File: src/rtl/hazard_pkg.sv
// -----------------------------------------------------------------------------
// hazard_pkg
// Shared definitions for the pipeline hazard controller:
//   - state_e    : controller FSM states
//   - FWD_*      : forwarding-mux select encodings used by the datapath
//   - NOP_INSTR  : instruction word a flushed pipeline register represents
//   - load_use_hazard() : load-use detection between EX and ID
// -----------------------------------------------------------------------------
package hazard_pkg;

    typedef enum logic [1:0] {
        RUN      = 2'd0,
        MD_START = 2'd1,
        MD_WAIT  = 2'd2
    } state_e;

    localparam logic [1:0] FWD_NONE  = 2'b00;
    localparam logic [1:0] FWD_MEMWB = 2'b01;
    localparam logic [1:0] FWD_EXMEM = 2'b10;
    localparam logic [1:0] FWD_IFID  = 2'b11;

    // addi x0, x0, 0
    localparam logic [31:0] NOP_INSTR = 32'h0000_0013;

    // x0 never carries a real dependency, and a source the ID instruction does
    // not read cannot create one.
    function automatic logic load_use_hazard(
        input logic       ex_memread,
        input logic [4:0] ex_rd,
        input logic [4:0] id_rs1,
        input logic [4:0] id_rs2,
        input logic       id_use_rs1,
        input logic       id_use_rs2
    );
        return ex_memread && (ex_rd != 5'd0) &&
               ((id_use_rs1 && (id_rs1 == ex_rd)) ||
                (id_use_rs2 && (id_rs2 == ex_rd)));
    endfunction

endpackage

File: src/rtl/sat_counter.sv
// -----------------------------------------------------------------------------
// sat_counter
// Up-counter that sticks at all-ones.
//   clk    : clock
//   rst_n  : asynchronous active-low clear
//   i_clr  : synchronous clear (wins over i_inc)
//   i_inc  : increment enable
//   o_cnt  : current count
// -----------------------------------------------------------------------------
module sat_counter #(
    parameter int W = 8
) (
    input  logic         clk,
    input  logic         rst_n,
    input  logic         i_clr,
    input  logic         i_inc,
    output logic [W-1:0] o_cnt
);

    logic [W-1:0] r_cnt;

    // NOTE: sequential state uses non-blocking assignments so every flop
    // samples pre-edge values regardless of block evaluation order.
    always_ff @(posedge clk or negedge rst_n) begin
        if (!rst_n) begin
            r_cnt <= '0;
        end else if (i_clr) begin
            r_cnt <= '0;
        end else if (i_inc && (r_cnt != '1)) begin
            r_cnt <= r_cnt + W'(1);
        end
    end

    assign o_cnt = r_cnt;

endmodule

File: src/rtl/hazard_stall_ctrl.sv
// -----------------------------------------------------------------------------
// hazard_stall_ctrl
// Stall / flush / bubble control for the 5-stage RV32 pipeline, plus the
// start/done sequencer for the multi-cycle MUL/DIV unit in EX.
//   clk, rst_n                     : clock, async active-low reset
//   idex_memread, idex_rd          : EX instruction is a load, and its rd
//   ifid_rs1/rs2, ifid_use_rs1/rs2 : ID sources and whether they are read
//   ex_branch_taken                : redirect resolved in EX
//   ex_md_valid, md_done           : MUL/DIV in EX, result-ready pulse
//   pc_write, ifid_write, idex_write : register enables
//   ifid_flush, idex_flush         : turn the register into a NOP
//   exmem_bubble                   : load a NOP into EX/MEM
//   md_start                       : one-cycle start pulse to MUL/DIV
//   md_error                       : sticky MUL/DIV timeout flag
//   stall_cnt                      : saturating count of pc_write=0 cycles
// -----------------------------------------------------------------------------
module hazard_stall_ctrl
    import hazard_pkg::*;
#(
    parameter int MD_TIMEOUT = 40,
    parameter int CNT_W      = 32
) (
    input  logic             clk,
    input  logic             rst_n,
    input  logic             idex_memread,
    input  logic [4:0]       idex_rd,
    input  logic [4:0]       ifid_rs1,
    input  logic [4:0]       ifid_rs2,
    input  logic             ifid_use_rs1,
    input  logic             ifid_use_rs2,
    input  logic             ex_branch_taken,
    input  logic             ex_md_valid,
    input  logic             md_done,
    output logic             pc_write,
    output logic             ifid_write,
    output logic             idex_write,
    output logic             ifid_flush,
    output logic             idex_flush,
    output logic             exmem_bubble,
    output logic             md_start,
    output logic             md_error,
    output logic [CNT_W-1:0] stall_cnt
);

    localparam int            TO_W    = $clog2(MD_TIMEOUT + 1);
    localparam logic [TO_W-1:0] TO_LAST = TO_W'(MD_TIMEOUT - 1);

    state_e          r_state;
    logic            r_md_error;
    logic [TO_W-1:0] w_to_cnt;
    logic            w_load_use;
    logic            w_to_hit;

    assign w_load_use = load_use_hazard(idex_memread, idex_rd, ifid_rs1, ifid_rs2,
                                        ifid_use_rs1, ifid_use_rs2);
    assign w_to_hit   = (w_to_cnt == TO_LAST);

    // Outputs are combinational so the pipeline registers react at the very
    // next edge. Reset forces the free-running defaults even if inputs toggle.
    // NOTE: every output gets a default before the case, so no path leaves
    // one unassigned and no latch is inferred.
    always_comb begin
        pc_write     = 1'b1;
        ifid_write   = 1'b1;
        idex_write   = 1'b1;
        ifid_flush   = 1'b0;
        idex_flush   = 1'b0;
        exmem_bubble = 1'b0;
        if (rst_n) begin
            unique case (r_state)
                RUN: begin
                    if (ex_branch_taken) begin
                        // The ID instruction is squashed, so its hazard is moot.
                        ifid_flush = 1'b1;
                        idex_flush = 1'b1;
                    end else if (ex_md_valid) begin
                        pc_write     = 1'b0;
                        ifid_write   = 1'b0;
                        idex_write   = 1'b0;
                        exmem_bubble = 1'b1;
                    end else if (w_load_use) begin
                        pc_write   = 1'b0;
                        ifid_write = 1'b0;
                        idex_flush = 1'b1;
                    end
                end
                MD_START: begin
                    // A same-cycle done releases at once (zero wait cycles).
                    if (!md_done) begin
                        pc_write     = 1'b0;
                        ifid_write   = 1'b0;
                        idex_write   = 1'b0;
                        exmem_bubble = 1'b1;
                    end
                end
                MD_WAIT: begin
                    if (md_done) begin
                        // Release with the result advancing into EX/MEM.
                    end else if (w_to_hit) begin
                        // Release, but drop the missing result.
                        exmem_bubble = 1'b1;
                    end else begin
                        pc_write     = 1'b0;
                        ifid_write   = 1'b0;
                        idex_write   = 1'b0;
                        exmem_bubble = 1'b1;
                    end
                end
                default: ;
            endcase
        end
    end

    always_ff @(posedge clk or negedge rst_n) begin
        if (!rst_n) begin
            r_state    <= RUN;
            r_md_error <= 1'b0;
        end else begin
            unique case (r_state)
                RUN: begin
                    if (!ex_branch_taken && ex_md_valid) begin
                        r_state <= MD_START;
                    end
                end
                MD_START: begin
                    r_state <= md_done ? RUN : MD_WAIT;
                end
                MD_WAIT: begin
                    if (md_done) begin
                        r_state <= RUN;
                    end else if (w_to_hit) begin
                        r_state    <= RUN;
                        r_md_error <= 1'b1;
                    end
                end
                default: r_state <= RUN;
            endcase
        end
    end

    assign md_start = (r_state == MD_START);
    assign md_error = r_md_error;

    sat_counter #(.W(CNT_W)) u_stall_cnt (
        .clk   (clk),
        .rst_n (rst_n),
        .i_clr (1'b0),
        .i_inc (~pc_write),
        .o_cnt (stall_cnt)
    );

    // Cleared while issuing the start pulse, so it counts MD_WAIT cycles from 0.
    sat_counter #(.W(TO_W)) u_md_timeout (
        .clk   (clk),
        .rst_n (rst_n),
        .i_clr (r_state == MD_START),
        .i_inc (r_state == MD_WAIT),
        .o_cnt (w_to_cnt)
    );

endmodule
File: config.mk
export PLATFORM = sky130hd
export DESIGN_NAME = hazard_stall_ctrl
export DESIGN_NICKNAME = d
export VERILOG_FILES = /design/src/rtl/hazard_pkg.sv /design/src/rtl/sat_counter.sv /design/src/rtl/hazard_stall_ctrl.sv
export SDC_FILE = /design/constraint.sdc
export NUM_CORES = 1
export LEC_CHECK = 0
export ABC_CLOCK_PERIOD_IN_PS = 5500
export CORE_MARGIN = 5
export CORE_UTILIZATION = 50
export CTS_BUF_LIST = sky130_fd_sc_hd__clkbuf_8
export DETAILED_ROUTE_END_ITERATION = 7
export HOLD_SLACK_MARGIN = 0.06
export MAX_ROUTING_LAYER = met4
export PLACE_DENSITY_LB_ADDON = 0.05
export SLEW_MARGIN = 10
export SYNTH_ARGS = -nofsm -noshare
export SYNTH_HDL_FRONTEND = slang
export SYNTH_SLANG_ARGS = --single-unit
File: constraint.sdc
create_clock -name clk -period 5.5 [get_ports clk]
set_input_delay 1.375 -clock clk [delete_from_list [all_inputs] [get_ports clk]]
set_output_delay 1.375 -clock clk [all_outputs]
set_load 0.005 [all_outputs]
==> results.py, run 1 <==
metrics = {
    "grt": {
        "antenna_found_initial": 0,
        "grt_max_degree": 45,
        "grt_util_all_layers": 0.182,
        "first_global_vias": 1860,
        "grt_first_pass_wirelength_mm": 8.88,
        "overflow": 0,
    },
    "routing": {
        "drtPass1Iterations": 4,
        "routed_wl_mm": 5.21,
        "drt_iter0_drc": 68,
        "wire_per_inst_um": 14.7,
        "vias_per_cell": 5.43,
        "ant_nets": 0,
        "drc": 0,
        "vias": 1917,
    },
    "floorplanning": {
        "initial_core_util": 0.515,
        "dieArea_um2": 6320,
        "fp.dieW_um": 79.5,
        "io_pins": 63,
        "core.rowCount": 25,
        "fp.coreArea_um2": 4690,
        "die_h_um": 79.5,
    },
    "yosys": {
        "yosys_warnings": 0,
        "ys_ff_latch": 41,
        "ys_top_cells_by_area": "dfrtp_1 42%, xor2_1 11%, xnor2_1 5.1%, nor3_1 3.3%, nand2_1 3.3%",
        "synth_top_cell_by_area": "dfrtp_1",
        "yosysSeqAreaShare": 0.425,
        "yosys-top-cells-count": "41 x dfrtp_1, 31 x xor2_1, 21 x nand2_1",
        "avgSynthCellArea_um2": 10.2,
        "synthCells": 237,
        "yosysMostFrequentCell": "dfrtp_1",
        "syn-num-nets": 266,
        "syn-cell-area_um2": 2420,
        "synth_edf_count": 0,
        "synthArstFlopShare": 1.00,
        "ys.flop_type": "dfrtp_1",
        "synth_top_area_frac": 0.425,
        "synth_cell_types": 43,
    },
    "final_layout": {
        "fill_cells": 393,
        "syn2layout_area_growth_pct": 28.9,
        "layout-drive-gt1-share": 0.107,
        "antenna_cells": 0,
        "fin_area_um2": 3110,
        "utilization": 0.664,
        "nets": 329,
    },
    "critical_path": {
        "r2r_slack_ns": 2.92,
        "worstSetupPathType": "in -> out",
        "arrival_ns": 3.48,
        "worst_setup_path_end_kind": "output pin",
        "critical-path-max-stage-delay_ns": 0.56,
        "cp_common_cell": "clkdlybuf4s50_1",
        "path_cells": "clkdlybuf4s50_1, or4_1, o21ai_2, a2111oi_2, a22oi_2, clkdlybuf4s50_1",
        "worst_r2r_endpoint": "u_stall_cnt.o_cnt[1]",
        "reg2reg_depth": 8,
        "cp_slowest_cell": "or4_1",
        "cp.required_ns": 4.12,
        "r2r_start": "u_md_timeout.o_cnt[0]",
        "start_kind": "input port",
        "cp_max_fo": 3,
    },
    "placement": {
        "placement.io_buffers": 62,
        "place_area_um2": 3040,
        "hpwlAfterDp_mm": 3.86,
        "place.gp.congestion": 0.810,
    },
    "clock_network": {
        "post_cts_buffers": 0,
        "htree_levels": 2,
        "postCtsHoldBufs": 0,
        "insertion_delay_ns": 0.29,
        "root_buffer": "clkbuf_8",
        "cts_tree": "built",
        "cts_max_path_buffers": 2,
        "cts_buffers": 5,
        "path_clk_slew_ns": 0.07,
        "cts_sinks": 41,
        "cts_resized": 0,
    },
    "hold_path": {
        "worst_hold_path.num_cells": 1,
        "holdCritPathClass": "reg -> reg",
        "hp-start": "md_error",
        "hold_end": "md_error",
    },
    "timing": {
        "hold_viol_final": 0,
        "period_share": 0.883,
        "relSlewSlack": 0.614,
        "rsz0062_at_grt": "false",
        "worstMarginPinSlew_ns": 0.575,
        "clock_skew_ns": 0.0137,
        "tns_ns": 0,
        "final-setup-viol-count": 0,
        "period_needed_ns": 4.86,
        "drv_slew": 0,
        "max_freq_mhz": 206,
    },
    "power_and_ir_drop": {
        "powerDensity_nw_per_um2": 301,
        "peakVddDrop_mv": 0.237,
        "leakage_nw": 1.31,
    },
    "run": {
        "cap_violations": 0,
    },
    "outcome": {
        "status": "finished, final reports clean",
    },
}
## registers in the layout, indices dropped and copies added (netlist names)
name and count:
md_error 1, r_state 2, u_md_timeout.o_cnt 6, u_stall_cnt.o_cnt 32
## through the flow
| step | setup WS [ns] | instances | total power [mW] | hold slack, ns |
|---|---|---|---|---|
| after floorplan | 1.41 | 237 | 0.601 | 0.466 |
| after global placement | 0.633 | 347 | 0.761 | 0.455 |
| after detailed placement | 0.622 | 347 | 0.766 | 0.463 |
| after CTS | 0.616 | 353 | 0.950 | 0.486 |
| after global routing | 0.526 | 353 | 1.00 | 0.509 |
| final | 0.645 | 353 | 0.938 | 0.481 |
## cell usage in the layout (no fill, tap or decap), types with 8 or more instances in the layout
cell             netlist  routed
nand2_1               21      21
dfrtp_1               41      41
nor2_1                12      12
clkdlybuf4s50_1        0      61
nand3_1               14      14
nand4_1                8       8
and3_1                 8       8
xor2_1                31      31
nor3_1                16      16
xnor2_1               14      14
## layout make-up
cell class	count	area, um^2	share of cell area
Multi-Input combinational cell	181	1290	0.414
Sequential cell	41	1030	0.329
Timing Repair Buffer	64	631	0.202
Clock buffer	5	68.8	0.0221
Tap cell	54	67.6	0.0217
Inverter	7	26.3	0.00844
Clock inverter	1	5.00	0.00161
## worst max-delay path by stage
stage,startpoint,to,slack [ns],cells after the start
2_1_floorplan,idex_rd[1],pc_write,1.41,6
3_3_place_gp,idex_rd[1],ifid_write,0.63,6
3_5_place_dp,idex_rd[1],pc_write,0.62,6
4_1_cts,idex_rd[1],ifid_write,0.62,6
5_1_grt,idex_rd[1],ifid_write,0.53,6
6_report,idex_rd[1],ifid_write,0.64,6
## where the power goes
| part | leakage [nW] | switching, mW | internal, mW |
|---|---|---|---|
| clock network | 0.0399 | 0.0953 | 0.0835 |
| registers | 0.498 | 0.0659 | 0.353 |
| logic | 0.767 | 0.153 | 0.187 |
## critical path, delay by kind of cell
family | cells | cell delay, ns
buffers and inverters | 2 | 1.02
AOI/OAI and AO/OA | 3 | 0.52
and+or+nand+nor | 1 | 0.56
## layer usage
| layer | up-vias | GRT usage | wire length [um] |
|---|---|---|---|
| met5 | - | - | 0 |
| met4 | 0 | 0.0515 | 51 |
| met3 | 4 | 0.0395 | 239 |
| met2 | 48 | 0.276 | 2370 |
| met1 | 910 | 0.247 | 2540 |
| li1 | 955 | - | - |
## logic make-up after synthesis
logic type | count (synthesis) | share of synthesized area
buffers and inverters | 15 | 0.0414
multiplexers | 2 | 0.0104
adder cells (fa/ha/maj) | 6 | 0.0311
XOR/XNOR | 45 | 0.163
AND/OR/NAND/NOR | 112 | 0.282
AO/OA/AOI/OAI | 16 | 0.0476
flip-flops | 41 | 0.425
(Power assumes the default switching activity.)
==> inputs of run 2 (changes only) <==
--- a/config.mk
+++ b/config.mk
@@ -9,6 +9,7 @@
 export CORE_MARGIN = 5
 export CORE_UTILIZATION = 50
 export CTS_BUF_LIST = sky130_fd_sc_hd__clkbuf_8
+export CTS_CLUSTER_DIAMETER = 80
 export DETAILED_ROUTE_END_ITERATION = 7
 export HOLD_SLACK_MARGIN = 0.06
 export MAX_ROUTING_LAYER = met4
==> results of run 2 <==
The final DEF is identical to that of run 1; final timing and power are the same.
